<file path="config.mk">
export PLATFORM = sky130hd
export DESIGN_NAME = bist_march_sequencer_flat
export DESIGN_NICKNAME = d
export VERILOG_FILES = /design/src/rtl/bist_march_sequencer_pkg.sv /design/src/rtl/bist_march_sequencer_if.sv /design/src/rtl/bist_march_sequencer_addr_counter.sv /design/src/rtl/bist_march_sequencer.sv /design/src/flat_wrapper.sv
export SDC_FILE = /design/constraint.sdc
export NUM_CORES = 1
export LEC_CHECK = 0
export CORE_ASPECT_RATIO = 1.1
export CORE_UTILIZATION = 48
export CTS_BUF_LIST = sky130_fd_sc_hd__clkbuf_16
export CTS_CLUSTER_SIZE = 12
export DETAILED_ROUTE_END_ITERATION = 8
export PLACE_DENSITY = 0.79
export RECOVER_POWER = 25
export SYNTH_ARGS = -nofsm -noshare
export SYNTH_HDL_FRONTEND = slang
export SYNTH_SLANG_ARGS = --single-unit
</file>
<file path="constraint.sdc">
create_clock -name clk -period 3.25 [get_ports clk]
set_clock_uncertainty 0.15 [all_clocks]
set_input_delay 0.325 -clock clk [delete_from_list [all_inputs] [get_ports clk]]
set_output_delay 0.325 -clock clk [all_outputs]
set_load 0.005 [all_outputs]
</file>
<file path="src/rtl/bist_march_sequencer_pkg.sv">
// Shared March C- definitions: element/op/state enums and the per-element
// tables (direction, op count, op types, pattern bits) the sequencer walks.
package bist_pkg;

    typedef enum logic [2:0] {M0, M1, M2, M3, M4, M5} elem_t;
    typedef enum logic       {OP_W, OP_R}             op_t;
    typedef enum logic [1:0] {IDLE, RUN, DONE}        state_t;

    // Tables are indexed by elem_t; bit n describes element Mn.
    localparam logic [7:0] ELEM_DOWN    = 8'b0011_1000; // M3..M5 walk N-1..0
    localparam logic [7:0] ELEM_TWO_OPS = 8'b0001_1110; // M1..M4 have two ops
    localparam logic [7:0] OP0_IS_WR    = 8'b0000_0001; // only M0 starts with a write
    localparam logic [7:0] OP0_PAT      = 8'b0001_0100; // M2 r1, M4 r1
    localparam logic [7:0] OP1_PAT      = 8'b0000_1010; // M1 w1, M3 w1

    // Second op of a two-op element is always a write.
    function automatic op_t op_type(input elem_t e, input logic op);
        return (op || OP0_IS_WR[e]) ? OP_W : OP_R;
    endfunction

    function automatic logic pat_bit(input elem_t e, input logic op);
        return op ? OP1_PAT[e] : OP0_PAT[e];
    endfunction

endpackage

</file>
<file path="src/rtl/bist_march_sequencer_if.sv">
// Sequencer bus: controller handshake (ld/NbarT/cout) plus memory op outputs.
interface bist_march_sequencer_if #(
    parameter int ADDR_W = 6,
    parameter int DATA_W = 8
);
    logic              ld;
    logic              NbarT;
    logic [ADDR_W-1:0] addr;
    logic [DATA_W-1:0] wdata;
    logic [DATA_W-1:0] exp_data;
    logic              we;
    logic              re;
    logic              cout;

    modport master (output ld, NbarT, input addr, wdata, exp_data, we, re, cout);
    modport slave  (input ld, NbarT, output addr, wdata, exp_data, we, re, cout);
endinterface

</file>
<file path="src/rtl/bist_march_sequencer_addr_counter.sv">
// Up/down address counter with load, enable and terminal-count flag.
module bist_addr_counter #(
    parameter int W = 6
) (
    input  logic         clk,
    input  logic         rst,
    input  logic         load,
    input  logic [W-1:0] load_val,
    input  logic         en,
    input  logic         down,
    output logic [W-1:0] cnt,
    output logic         tc
);
    localparam logic [W-1:0] ONE = W'(1);

    // Load wins over counting; count direction follows the current element.
    always_ff @(posedge clk or posedge rst) begin
        if (rst)       cnt <= '0;
        else if (load) cnt <= load_val;
        else if (en)   cnt <= down ? cnt - ONE : cnt + ONE;
    end

    assign tc = down ? (cnt == '0) : (cnt == '1);
endmodule

</file>
<file path="src/rtl/bist_march_sequencer.sv">
// March C- sequencer: one memory operation per test-mode clock, 10N ops.
// Optional BIST_DATA_BACKGROUND_EN selects a checkerboard data background
// instead of solid zeros/ones; sequence timing is identical in both builds.
module bist_march_sequencer
    import bist_pkg::*;
#(
    parameter int ADDR_W = 6,
    parameter int DATA_W = 8
) (
    input logic                   clk,
    input logic                   rst,
    bist_march_sequencer_if.slave bus
);
    state_t            state, state_n;
    elem_t             elem, elem_n;
    logic              op, op_n;
    logic              cout_q, done_pulse;
    logic              cnt_load, cnt_en, cnt_tc;
    logic [ADDR_W-1:0] cnt, cnt_load_val;
    logic [DATA_W-1:0] pat_word;
    op_t               cur_type;

    bist_addr_counter #(.W(ADDR_W)) u_addr (
        .clk      (clk),
        .rst      (rst),
        .load     (cnt_load),
        .load_val (cnt_load_val),
        .en       (cnt_en),
        .down     (ELEM_DOWN[elem]),
        .cnt      (cnt),
        .tc       (cnt_tc)
    );

    // Sequence position registers plus the registered completion pulse.
    always_ff @(posedge clk or posedge rst) begin
        if (rst) begin
            state  <= IDLE;
            elem   <= M0;
            op     <= 1'b0;
            cout_q <= 1'b0;
        end else begin
            state  <= state_n;
            elem   <= elem_n;
            op     <= op_n;
            cout_q <= done_pulse;
        end
    end

    // Advance order: op within element, then address, then element.
    always_comb begin
        elem_t nxt;
        state_n      = state;
        elem_n       = elem;
        op_n         = op;
        cnt_load     = 1'b0;
        cnt_load_val = '0;
        cnt_en       = 1'b0;
        done_pulse   = 1'b0;
        nxt          = elem_t'(elem + 3'd1);
        if (bus.ld) begin
            state_n  = RUN;
            elem_n   = M0;
            op_n     = 1'b0;
            cnt_load = 1'b1;
        end else if (state == RUN && bus.NbarT) begin
            if (!op && ELEM_TWO_OPS[elem]) begin
                op_n = 1'b1;
            end else begin
                op_n = 1'b0;
                if (!cnt_tc) begin
                    cnt_en = 1'b1;
                end else if (elem == M5) begin
                    // Final op lands on addr 0, so the counter already rests there.
                    state_n    = DONE;
                    done_pulse = 1'b1;
                end else begin
                    elem_n       = nxt;
                    cnt_load     = 1'b1;
                    cnt_load_val = ELEM_DOWN[nxt] ? '1 : '0;
                end
            end
        end
    end

    // Data background: pattern bit selects the word or its complement.
`ifdef BIST_DATA_BACKGROUND_EN
    assign pat_word = {(DATA_W/2){2'b01}} ^ {DATA_W{cnt[0]}} ^ {DATA_W{pat_bit(elem, op)}};
`else
    assign pat_word = {DATA_W{pat_bit(elem, op)}};
`endif

    assign cur_type = op_type(elem, op);

    // Memory op outputs decoded from state; strobes only while advancing.
    always_comb begin
        bus.addr     = '0;
        bus.wdata    = '0;
        bus.exp_data = '0;
        bus.we       = 1'b0;
        bus.re       = 1'b0;
        if (state == RUN) begin
            bus.addr = cnt;
            if (bus.NbarT) begin
                if (cur_type == OP_W) begin
                    bus.we    = 1'b1;
                    bus.wdata = pat_word;
                end else begin
                    bus.re       = 1'b1;
                    bus.exp_data = pat_word;
                end
            end
        end
    end

    assign bus.cout = cout_q;
endmodule

</file>
<file path="src/flat_wrapper.sv">
// flat-port wrapper written by rule: the top's interface ports become plain ports
module bist_march_sequencer_flat import bist_pkg::*;
#(
    parameter int ADDR_W = 6,
    parameter int DATA_W = 8
)
  (clk, rst, bus_ld, bus_NbarT, bus_addr, bus_wdata, bus_exp_data, bus_we, bus_re, bus_cout);
  bist_march_sequencer_if #(.ADDR_W(ADDR_W), .DATA_W(DATA_W)) bus_i ();
  input logic clk;
  input logic rst;
  input wire logic [$bits(bus_i.ld)-1:0] bus_ld;
  input wire logic [$bits(bus_i.NbarT)-1:0] bus_NbarT;
  output wire logic [$bits(bus_i.addr)-1:0] bus_addr;
  output wire logic [$bits(bus_i.wdata)-1:0] bus_wdata;
  output wire logic [$bits(bus_i.exp_data)-1:0] bus_exp_data;
  output wire logic [$bits(bus_i.we)-1:0] bus_we;
  output wire logic [$bits(bus_i.re)-1:0] bus_re;
  output wire logic [$bits(bus_i.cout)-1:0] bus_cout;
  assign bus_i.ld = bus_ld;
  assign bus_i.NbarT = bus_NbarT;
  assign bus_addr = bus_i.addr;
  assign bus_wdata = bus_i.wdata;
  assign bus_exp_data = bus_i.exp_data;
  assign bus_we = bus_i.we;
  assign bus_re = bus_i.re;
  assign bus_cout = bus_i.cout;
  bist_march_sequencer #(.ADDR_W(ADDR_W), .DATA_W(DATA_W)) u_core (.clk(clk), .rst(rst), .bus(bus_i));
endmodule
</file>
# == Word level (Yosys, flattened, before mapping) ==
# Memory sizes are Yosys's and may differ from the RTL's.
# Index checks and enable logic that the tools add are counted.
# word_totals
regBits,13
rom_bits,48
in_bits,4
out_inout_bits,25
word_cells,89
n_memories,6
# memory_table
memory,depth,width,read_ports,rd_clocked_by_memory_dff,write_ports,line,rtl
(name not given),8,1,1,0,0,bist_march_sequencer.sv:66,if (!op && ELEM_TWO_OPS[elem]) begin
(name not given),8,1,1,0,0,bist_march_sequencer.sv:79,cnt_load_val = ELEM_DOWN[nxt] ? '1 : '0;
(name not given),8,1,1,0,0,bist_march_sequencer_pkg.sv:22,return op ? OP1_PAT[e] : OP0_PAT[e];
(name not given),8,1,1,0,0,bist_march_sequencer.sv:29,".down (ELEM_DOWN[elem]),"
(name not given),8,1,1,0,0,bist_march_sequencer_pkg.sv:22,
(name not given),8,1,1,0,0,bist_march_sequencer_pkg.sv:18,return (op || OP0_IS_WR[e]) ? OP_W : OP_R;
# classes
n_addsub,3
magnitude_cmp,2
n_eq_ne,5
muxes,57
reduce_logical,11
# op_table
cell,count
6-bit 2-to-1 mux,10
8-bit 2-to-1 mux,6
1-bit 2-to-1 mux,31
3-bit 2-to-1 mux,5
2-bit 2-to-1 mux,5
3-bit by 4-bit < comparator with 1-bit output (second input constant),2
4-bit AND reduction,2
2-bit nonzero test,4
6-bit by 1-bit adder with 6-bit output (second input constant),1
6-bit equality test (second input constant),1
6-bit zero test,1
6-bit by 1-bit subtractor with 6-bit output (second input constant),1
2-bit inequality test (second input constant),2
3-bit by 1-bit adder with 3-bit output (second input constant),1
3-bit equality test (second input constant),1
2-bit by 1-bit equality test with 1-bit output (second input constant),1
1-bit logical AND,2
1-bit zero test,1
1-bit logical OR,1

# == Longest topological paths before layout ==
# Gate-level depths: netlist of the first run.
# logic_depth
ltp_word,10
depth_mapped,9
depth_no_buf,9

# == Hierarchy ==
# Synthesis of the first run repeated with hierarchy kept, for this count alone.
# hier_totals
cells_unflattened,144
area_unflattened_um2,1255.0
# modules_own_cells
mod,n_inst,cells_per_inst,area_each_um2,seq_area_each_um2
bist_march_sequencer,1,81,711.9,175.2
bist_addr_counter,1,63,543.0,150.1

# == Worst setup path before layout of the first run ==
# No wires, ideal clock.
# synth_path
path_kind,register to register
start,register u_core.elem[0]
end,register u_core.u_addr.cnt[5]
setup_time_ns,0.090
arrival_time_ns,2.463
t_required_ns,3.010
setup_slack_ns,0.547
path_stages_with_launch,10
path_buffers,0
synth_period_minus_slack_ns,2.703
cell_sequence,dfrtp_1 > ha_1 > mux2_4 > ha_1 > a211oi_1 > o21bai_1 > a21oi_1 > xnor2_1 > or4b_2 > o2111ai_1
# synth_between
elab_chain_cells,10
elab_cells_between_ends,29
classes_between,1 x add/sub; 1 x eq/ne; 22 x mux; 2 x reduce/logical; 3 x memory
# synth_rtl
item,line,rtl
"start, declared",bist_march_sequencer.sv:15,"elem_t elem, elem_n;"
"start signal, assigned",bist_march_sequencer.sv:43,elem <= elem_n;
3-bit by 1-bit adder with 3-bit output,bist_march_sequencer.sv:59,nxt = elem_t'(elem + 3'd1);
memory read 8 x 1 bit,-,
1-bit 2-to-1 mux (implied by the code),bist_march_sequencer.sv:79,
6-bit 2-to-1 mux,bist_march_sequencer.sv:79,
6-bit 2-to-1 mux,bist_march_sequencer.sv:72,end else if (elem == M5) begin
6-bit 2-to-1 mux,bist_march_sequencer.sv:70,if (!cnt_tc) begin
6-bit 2-to-1 mux,bist_march_sequencer.sv:66,
6-bit 2-to-1 mux,bist_march_sequencer.sv:65,end else if (state == RUN && bus.NbarT) begin
6-bit 2-to-1 mux,bist_march_sequencer.sv:60,if (bus.ld) begin
6-bit 2-to-1 mux,bist_march_sequencer_addr_counter.sv:19,else if (load) cnt <= load_val;
"end signal, assigned",bist_march_sequencer_addr_counter.sv:19,
"end signal, assigned",bist_march_sequencer_addr_counter.sv:20,else if (en) cnt <= down ? cnt - ONE : cnt + ONE;
"end, declared",bist_march_sequencer_addr_counter.sv:11,"output logic [W-1:0] cnt,"
# Several ways; a longest one is shown, not always the timed one. The select of a mux whose other input is x is not followed.
# A chain may end at the register's enable or synchronous reset.

# == Worst setup path in the final report of the first run ==
# Ends and elaborated chain as after synthesis.

==> results.yml, run 1 <==
run_status:
  status: "finished, final reports clean"
grt:
  grt_pass1_vias: 931
  grt_first_pass_wirelength_um: 4170
  track_usage_pct: 23.4
  grt_max_degree: 14
  antenna_found_initial: 0
  grt-ovfl-total: 0
cts:
  cts_root_buf: "clkbuf_16"
  clk_pin_slew_ns: 0.05
  hold_buffers: 0
  clk_latency_ns: 0.24
  cts_htree_levels: 1
  cts_tree: "built"
  numClockSinks: 13
  clockBufferDepth: 2
  post_cts_resize_count: 0
  numCtsBuffers: 3
  cts_setup_buffers: 0
critical_path:
  required_ns: 3.24
  start_kind: "flip-flop"
  critPathKind: "reg2reg"
  cp_slowest_cell: "or4b_2"
  arrival_ns: 2.95
  crit_path_frequent_cell: "ha_1"
  crit_path_end_kind: "flip-flop"
  critPathMaxStageDelay_ns: 0.64
  critPathMaxFanout: 9
  path_cells: "ha_1 -> mux2_4 -> ha_1 -> a211oi_1 -> o21bai_1 -> a21oi_1 -> xnor2_1 -> or4b_2 -> o2111ai_1"
synthesis:
  synth_edf_count: 0
  syn_nets: 141
  ys_seq_area_share_pct: 29.4
  synth_area_um2: 1110
  synth-seq-cells: 13
  postSynthAreaPerCell_um2: 8.71
  synth_area_leaders: "dfrtp_1 29%, ha_1 10%, buf_4 9.5%"
  synth.top_cells.by_count: "17 x nor2_1, 14 x buf_4, 13 x dfrtp_1"
  yosysWarnings: 0
  synth.top_cell.area_share_pct: 29.4
  yosysTopAreaCell: "dfrtp_1"
  ys.flop_type: "dfrtp_1"
  synth.distinct_cells: 35
  synth_most_common_cell: "nor2_1"
  synthCells: 127
  synthArstFlopShare_pct: 100
power_and_ir_drop:
  switching_share_pct: 24.9
  pwr-share-clk_pct: 45.1
  pwr-share-comb_pct: 18.0
  p_leak_nw: 0.634
  p_seq_share_pct: 36.9
  vdd_ir_drop_max_mv: 0.304
  power_density_nw_per_um2: 362
  switchingPower_uw: 127
  internal-power_uw: 382
sta:
  min_period_ns: 2.96
  finalMaxSlewViolations: 0
  finalCritPeriodShare_pct: 91.1
  rsz0062_at_grt: "false"
  fmax_ghz: 0.338
  setup_viol: 0
  worst_slew_pin_slew_ns: 0.559
  slew_headroom_pct: 62.6
  fin_setup_tns_ns: 0
  finalHoldViolCount: 0
run:
  max-cap-violations: 0
detailed_routing:
  post_drt_wl_per_cell_um: 15.0
  viasPerCell: 5.66
  drc: 0
  wl_um: 2600
  wl_met2_um: 1380
  met3_length_um: 190
  first_pass_iters: 4
  maxUsedRoutingLayer: "met4"
  via_count: 984
  drtIter0Drc: 42
  m1WireLength_um: 984
  postRouteAntennaNets: 0
min_path:
  hold_path.class: "reg2reg"
placed_design:
  dpl.hpwl_um: 1780
  numPortBuffers: 28
  gp_congestion: 0.845
layout:
  antenna_cells: 0
  layout-drive-gt1-share_pct: 9.59
  area_growth_pct: 27.0
  nNetsFinal: 161
  final_util_pct: 67.4
floorplanning:
  fp.dieW_um: 47.8
  ios: 29
  die_y_um: 52.3
  initial_utilization_pct: 53.1
  rows: 17
  die_area_um2: 2500
  coreArea_um2: 2080
## cells by family after synthesis
kind of cell    Yosys count  synth area share (%)
fa+ha+maj                10                  12.0
buf+inv                  23                  13.0
flops                    13                  29.4
simple gates             50                  23.3
xor+xnor                  7                  5.54
compound gates           20                  12.7
mux                       4                  4.07
## cells in the final DEF, fill, tap and decap left out, types with 5 or more instances in the layout
cell type         n
nor2_1           17
inv_1             7
ha_1              9
nand2_1           9
and2_1            6
a21oi_1           8
clkdlybuf4s50_1  27
xnor2_1           5
dfrtp_1          13
## worst max-delay path, delay by kind of cell (launching register included)
family	cells	cell delay, ns
flops	1	0.41
xor+xnor	1	0.10
fa+ha+maj	2	0.57
mux	1	0.34
simple gates	1	0.64
compound gates	4	0.65
## routing by layer
layer | vias up | global-route usage (%)
li1 | 463 | -
met4 | 0 | 5.56
met3 | 10 | 3.10
met5 | - | 0
met2 | 52 | 43.0
met1 | 459 | 27.4
## flip-flops by register name, indices dropped and copies added, names as in the netlist
register and flops:
u_core.bus.cout 1, u_core.elem 3, u_core.op 1, u_core.state 2, u_core.u_addr.cnt 6
## stage by stage
| stage | cell area, um2 | std cells | setup WS (ns) | total power [mW] | hold WS (ns) |
|---|---|---|---|---|---|
| 5_1_grt | 1410 | 174 | 0.209 | 0.526 | 0.361 |
| 3_5_place_dp | 1330 | 170 | 0.397 | 0.278 | 0.329 |
| 2_1_floorplan | 1110 | 127 | 0.547 | 0.239 | 0.0520 |
| 3_3_place_gp | 1330 | 170 | 0.481 | 0.274 | 0.320 |
| 6_report | 1410 | 174 | 0.290 | 0.509 | 0.334 |
| 4_1_cts | 1410 | 174 | 0.324 | 0.511 | 0.302 |
## cell type report
type	instances	area, um2
Tap cell	28	35.0
Sequential cell	13	325
Inverter	7	26.3
Clock inverter	1	3.75
Fill cell	187	679
Timing Repair Buffer	31	303
Clock buffer	3	75.1
Multi-Input combinational cell	91	637
## path summary, 6_finish.rpt
| check | start | slack (ns) | to | depth (start not counted) |
|---|---|---|---|---|
| max reg2reg | u_core.elem[0] | 0.29 | u_core.u_addr.cnt[5] | 9 |
| min in group asynchronous | rst | 0.42 | u_core.elem[0] | 2 |
| max | u_core.elem[0] | 0.29 | u_core.u_addr.cnt[5] | 9 |
| max in group asynchronous | rst | 2.18 | u_core.state[0] | 2 |
| min | u_core.state[1] | 0.33 | u_core.state[1] | 1 |
| min reg2reg | u_core.state[1] | 0.33 | u_core.state[1] | 1 |
## power groups by stage
stage	clock network, mW	logic, mW	registers (mW)
floorplan	0	0.0547	0.184
global placement	0	0.0856	0.189
detailed placement	0	0.0890	0.189
CTS	0.231	0.0923	0.187
global route	0.237	0.0995	0.190
finish	0.230	0.0915	0.188
Note: power is estimated with default switching activity, not from simulation.
==> inputs of run 2 (changes only) <==
--- a/config.mk
+++ b/config.mk
@@ -5,6 +5,7 @@
 export SDC_FILE = /design/constraint.sdc
 export NUM_CORES = 1
 export LEC_CHECK = 0
+export ABC_CLOCK_PERIOD_IN_PS = 3250
 export CORE_ASPECT_RATIO = 1.1
 export CORE_UTILIZATION = 48
 export CTS_BUF_LIST = sky130_fd_sc_hd__clkbuf_16
==> results of run 2 <==
The final DEF is identical to that of run 1; final timing and power are the same.
==> inputs of run 3 (changes only) <==
--- a/config.mk
+++ b/config.mk
@@ -7,11 +7,10 @@
 export LEC_CHECK = 0
 export ABC_CLOCK_PERIOD_IN_PS = 3250
 export CORE_ASPECT_RATIO = 1.1
-export CORE_UTILIZATION = 48
+export CORE_UTILIZATION = 37
 export CTS_BUF_LIST = sky130_fd_sc_hd__clkbuf_16
 export CTS_CLUSTER_SIZE = 12
 export DETAILED_ROUTE_END_ITERATION = 8
-export PLACE_DENSITY = 0.79
 export RECOVER_POWER = 25
 export SYNTH_ARGS = -nofsm -noshare
 export SYNTH_HDL_FRONTEND = slang
==> run 3 against run 2 <==
  * Worst hold slack better by 0.0036 ns
  * Flip-flop and latch count stayed put
  * Global-route usage is 6.6 points lower
  * Sequential power hardly changed
  * Highest routed layer unchanged
  * First-iteration DRC count is 74% lower
  * Combinational power is 6.1% lower
  * Core utilization is 17 points lower
==> results.yml, run 3 (synthesis gave the netlist of run 1 again) <==
run_status:
  status: "finished, final reports clean"
critical_path:
  worst-r2r-setup-slack_ns: 0.34
  critPathMaxStageDelay_ns: 0.61
  cp_slowest_cell: "or4b_2"
  rr_startpoint: "u_core.elem[0]"
  start_kind: "flip-flop"
  arrival_ns: 2.91
  crit_path_frequent_cell: "ha_1"
  crit_path_end_kind: "flip-flop"
  r2r_cells: 9
  rr_endpoint: "u_core.u_addr.cnt[5]"
  required_ns: 3.26
  critPathMaxFanout: 9
  critPathKind: "reg2reg"
  path_cells: "ha_1 -> mux2_4 -> ha_1 -> a211oi_1 -> o21bai_1 -> a21oi_1 -> xnor2_1 -> or4b_2 -> o2111ai_1"
detailed_routing:
  postRouteAntennaNets: 0
  first_pass_iters: 4
  maxUsedRoutingLayer: "met4"
  m1WireLength_um: 1050
  drc: 0
  post_drt_wl_per_cell_um: 12.7
  wl_met2_um: 1080
  viasPerCell: 5.23
  via_count: 936
  wl_um: 2280
  met3_length_um: 104
  drtIter0Drc: 11
floorplanning:
  ios: 29
  initial_utilization_pct: 39.5
  die_area_um2: 3210
  coreArea_um2: 2800
  rows: 20
  die_y_um: 59.3
  fp.dieW_um: 54.1
cts:
  hold_buffers: 0
  cts_setup_buffers: 0
  cts_root_buf: "clkbuf_16"
  numCtsBuffers: 3
  post_cts_resize_count: 0
  clk_latency_ns: 0.25
  clk_pin_slew_ns: 0.05
  cts_tree: "built"
  clockBufferDepth: 2
  cts_htree_levels: 1
  numClockSinks: 13
sta:
  finalCritPeriodShare_pct: 89.5
  fin_hold_ws_ns: 0.337
  finalMaxSlewViolations: 0
  worst_slew_pin_slew_ns: 0.558
  fin_setup_tns_ns: 0
  finalHoldViolCount: 0
  rsz0062_at_grt: "false"
  fmax_ghz: 0.344
  min_period_ns: 2.91
  setup_viol: 0
  slew_headroom_pct: 62.6
layout:
  fill_cells: 262
  top_register: "u_core.u_addr.cnt"
  largest_reg_flops: 6
  reg_top3: "u_core.u_addr.cnt x6, u_core.elem x3, u_core.state x2"
  area_growth_pct: 27.6
  layout_common_cells: "27 x clkdlybuf4s50_1, 17 x nor2_1, 13 x dfrtp_1, 9 x nand2_1, 9 x ha_1"
  layout_commonest_cell: "clkdlybuf4s50_1"
  antenna_cells: 0
  nNetsFinal: 161
  final_util_pct: 50.4
  layout-drive-gt1-share_pct: 9.59
grt:
  grt-ovfl-total: 0
  track_usage_pct: 16.8
  grt_first_pass_wirelength_um: 3860
  grt_max_degree: 14
  antenna_found_initial: 0
  grt_pass1_vias: 924
placed_design:
  dpl.hpwl_um: 1710
  numPortBuffers: 28
  gp_congestion: 0.819
power_and_ir_drop:
  vdd_ir_drop_max_mv: 0.223
  power_density_nw_per_um2: 359
  p_leak_nw: 0.634
min_path:
  hold-path-endpoint: "u_core.state[1]"
  worstHoldStart: "u_core.state[1]"
  hold_path.class: "reg2reg"
  hold_depth: 1
run:
  max-cap-violations: 0
## run 3: cell counts in the layout (fill, tap and decap cells not counted)
Identical to the previous run, type by type.
## run 3: metal layers
metal | track usage [%] | up-vias
met1 | 19.3 | 431
met5 | 0 | -
met4 | 12.1 | 0
met3 | 1.79 | 5
li1 | - | 462
met2 | 28.0 | 38
## run 3: worst max-delay path by stage
stage | depth (start not counted) | to | slack [ns] | startpoint
floorplan | 9 | u_core.u_addr.cnt[5] | 0.55 | u_core.elem[0]
finish | 9 | u_core.u_addr.cnt[5] | 0.34 | u_core.elem[0]
CTS | 9 | u_core.u_addr.cnt[5] | 0.35 | u_core.elem[0]
detailed placement | 9 | u_core.u_addr.cnt[5] | 0.37 | u_core.elem[0]
global route | 9 | u_core.u_addr.cnt[5] | 0.20 | u_core.elem[0]
global placement | 9 | u_core.u_addr.cnt[5] | 0.48 | u_core.elem[0]
## run 3: critical path: cells and delay by family (launching register included)
kind                     cells  cell delay (ns)
AND/OR/NAND/NOR              1             0.61
adder cells (fa/ha/maj)      2             0.56
AO/OA/AOI/OAI                4             0.64
flip-flops                   1             0.41
XOR/XNOR                     1             0.10
multiplexers                 1             0.33
## run 3: where the power goes
part	internal, mW	switching, mW	leakage (nW)
combinational	0.0469	0.0390	0.423
clock	0.163	0.0719	0.0423
sequential	0.171	0.0154	0.169
## run 3: per-stage QoR
step / setup WS, ns / cells / instance area [um2] / total power, mW
after floorplan: 0.547 / 127 / 1110 / 0.239
after global placement: 0.476 / 175 / 1330 / 0.274
after detailed placement: 0.369 / 175 / 1330 / 0.275
after CTS: 0.354 / 179 / 1410 / 0.513
after global routing: 0.204 / 179 / 1410 / 0.535
final: 0.341 / 179 / 1410 / 0.507
## run 3: layout make-up
class                           instances  area (um2)  share of cell area, %
Multi-Input combinational cell         91         637                   45.1
Sequential cell                        13         325                   23.0
Timing Repair Buffer                   31         303                   21.5
Clock buffer                            3        75.1                   5.32
Tap cell                               33        41.3                   2.93
Inverter                                7        26.3                   1.86
Clock inverter                          1        3.75                  0.266
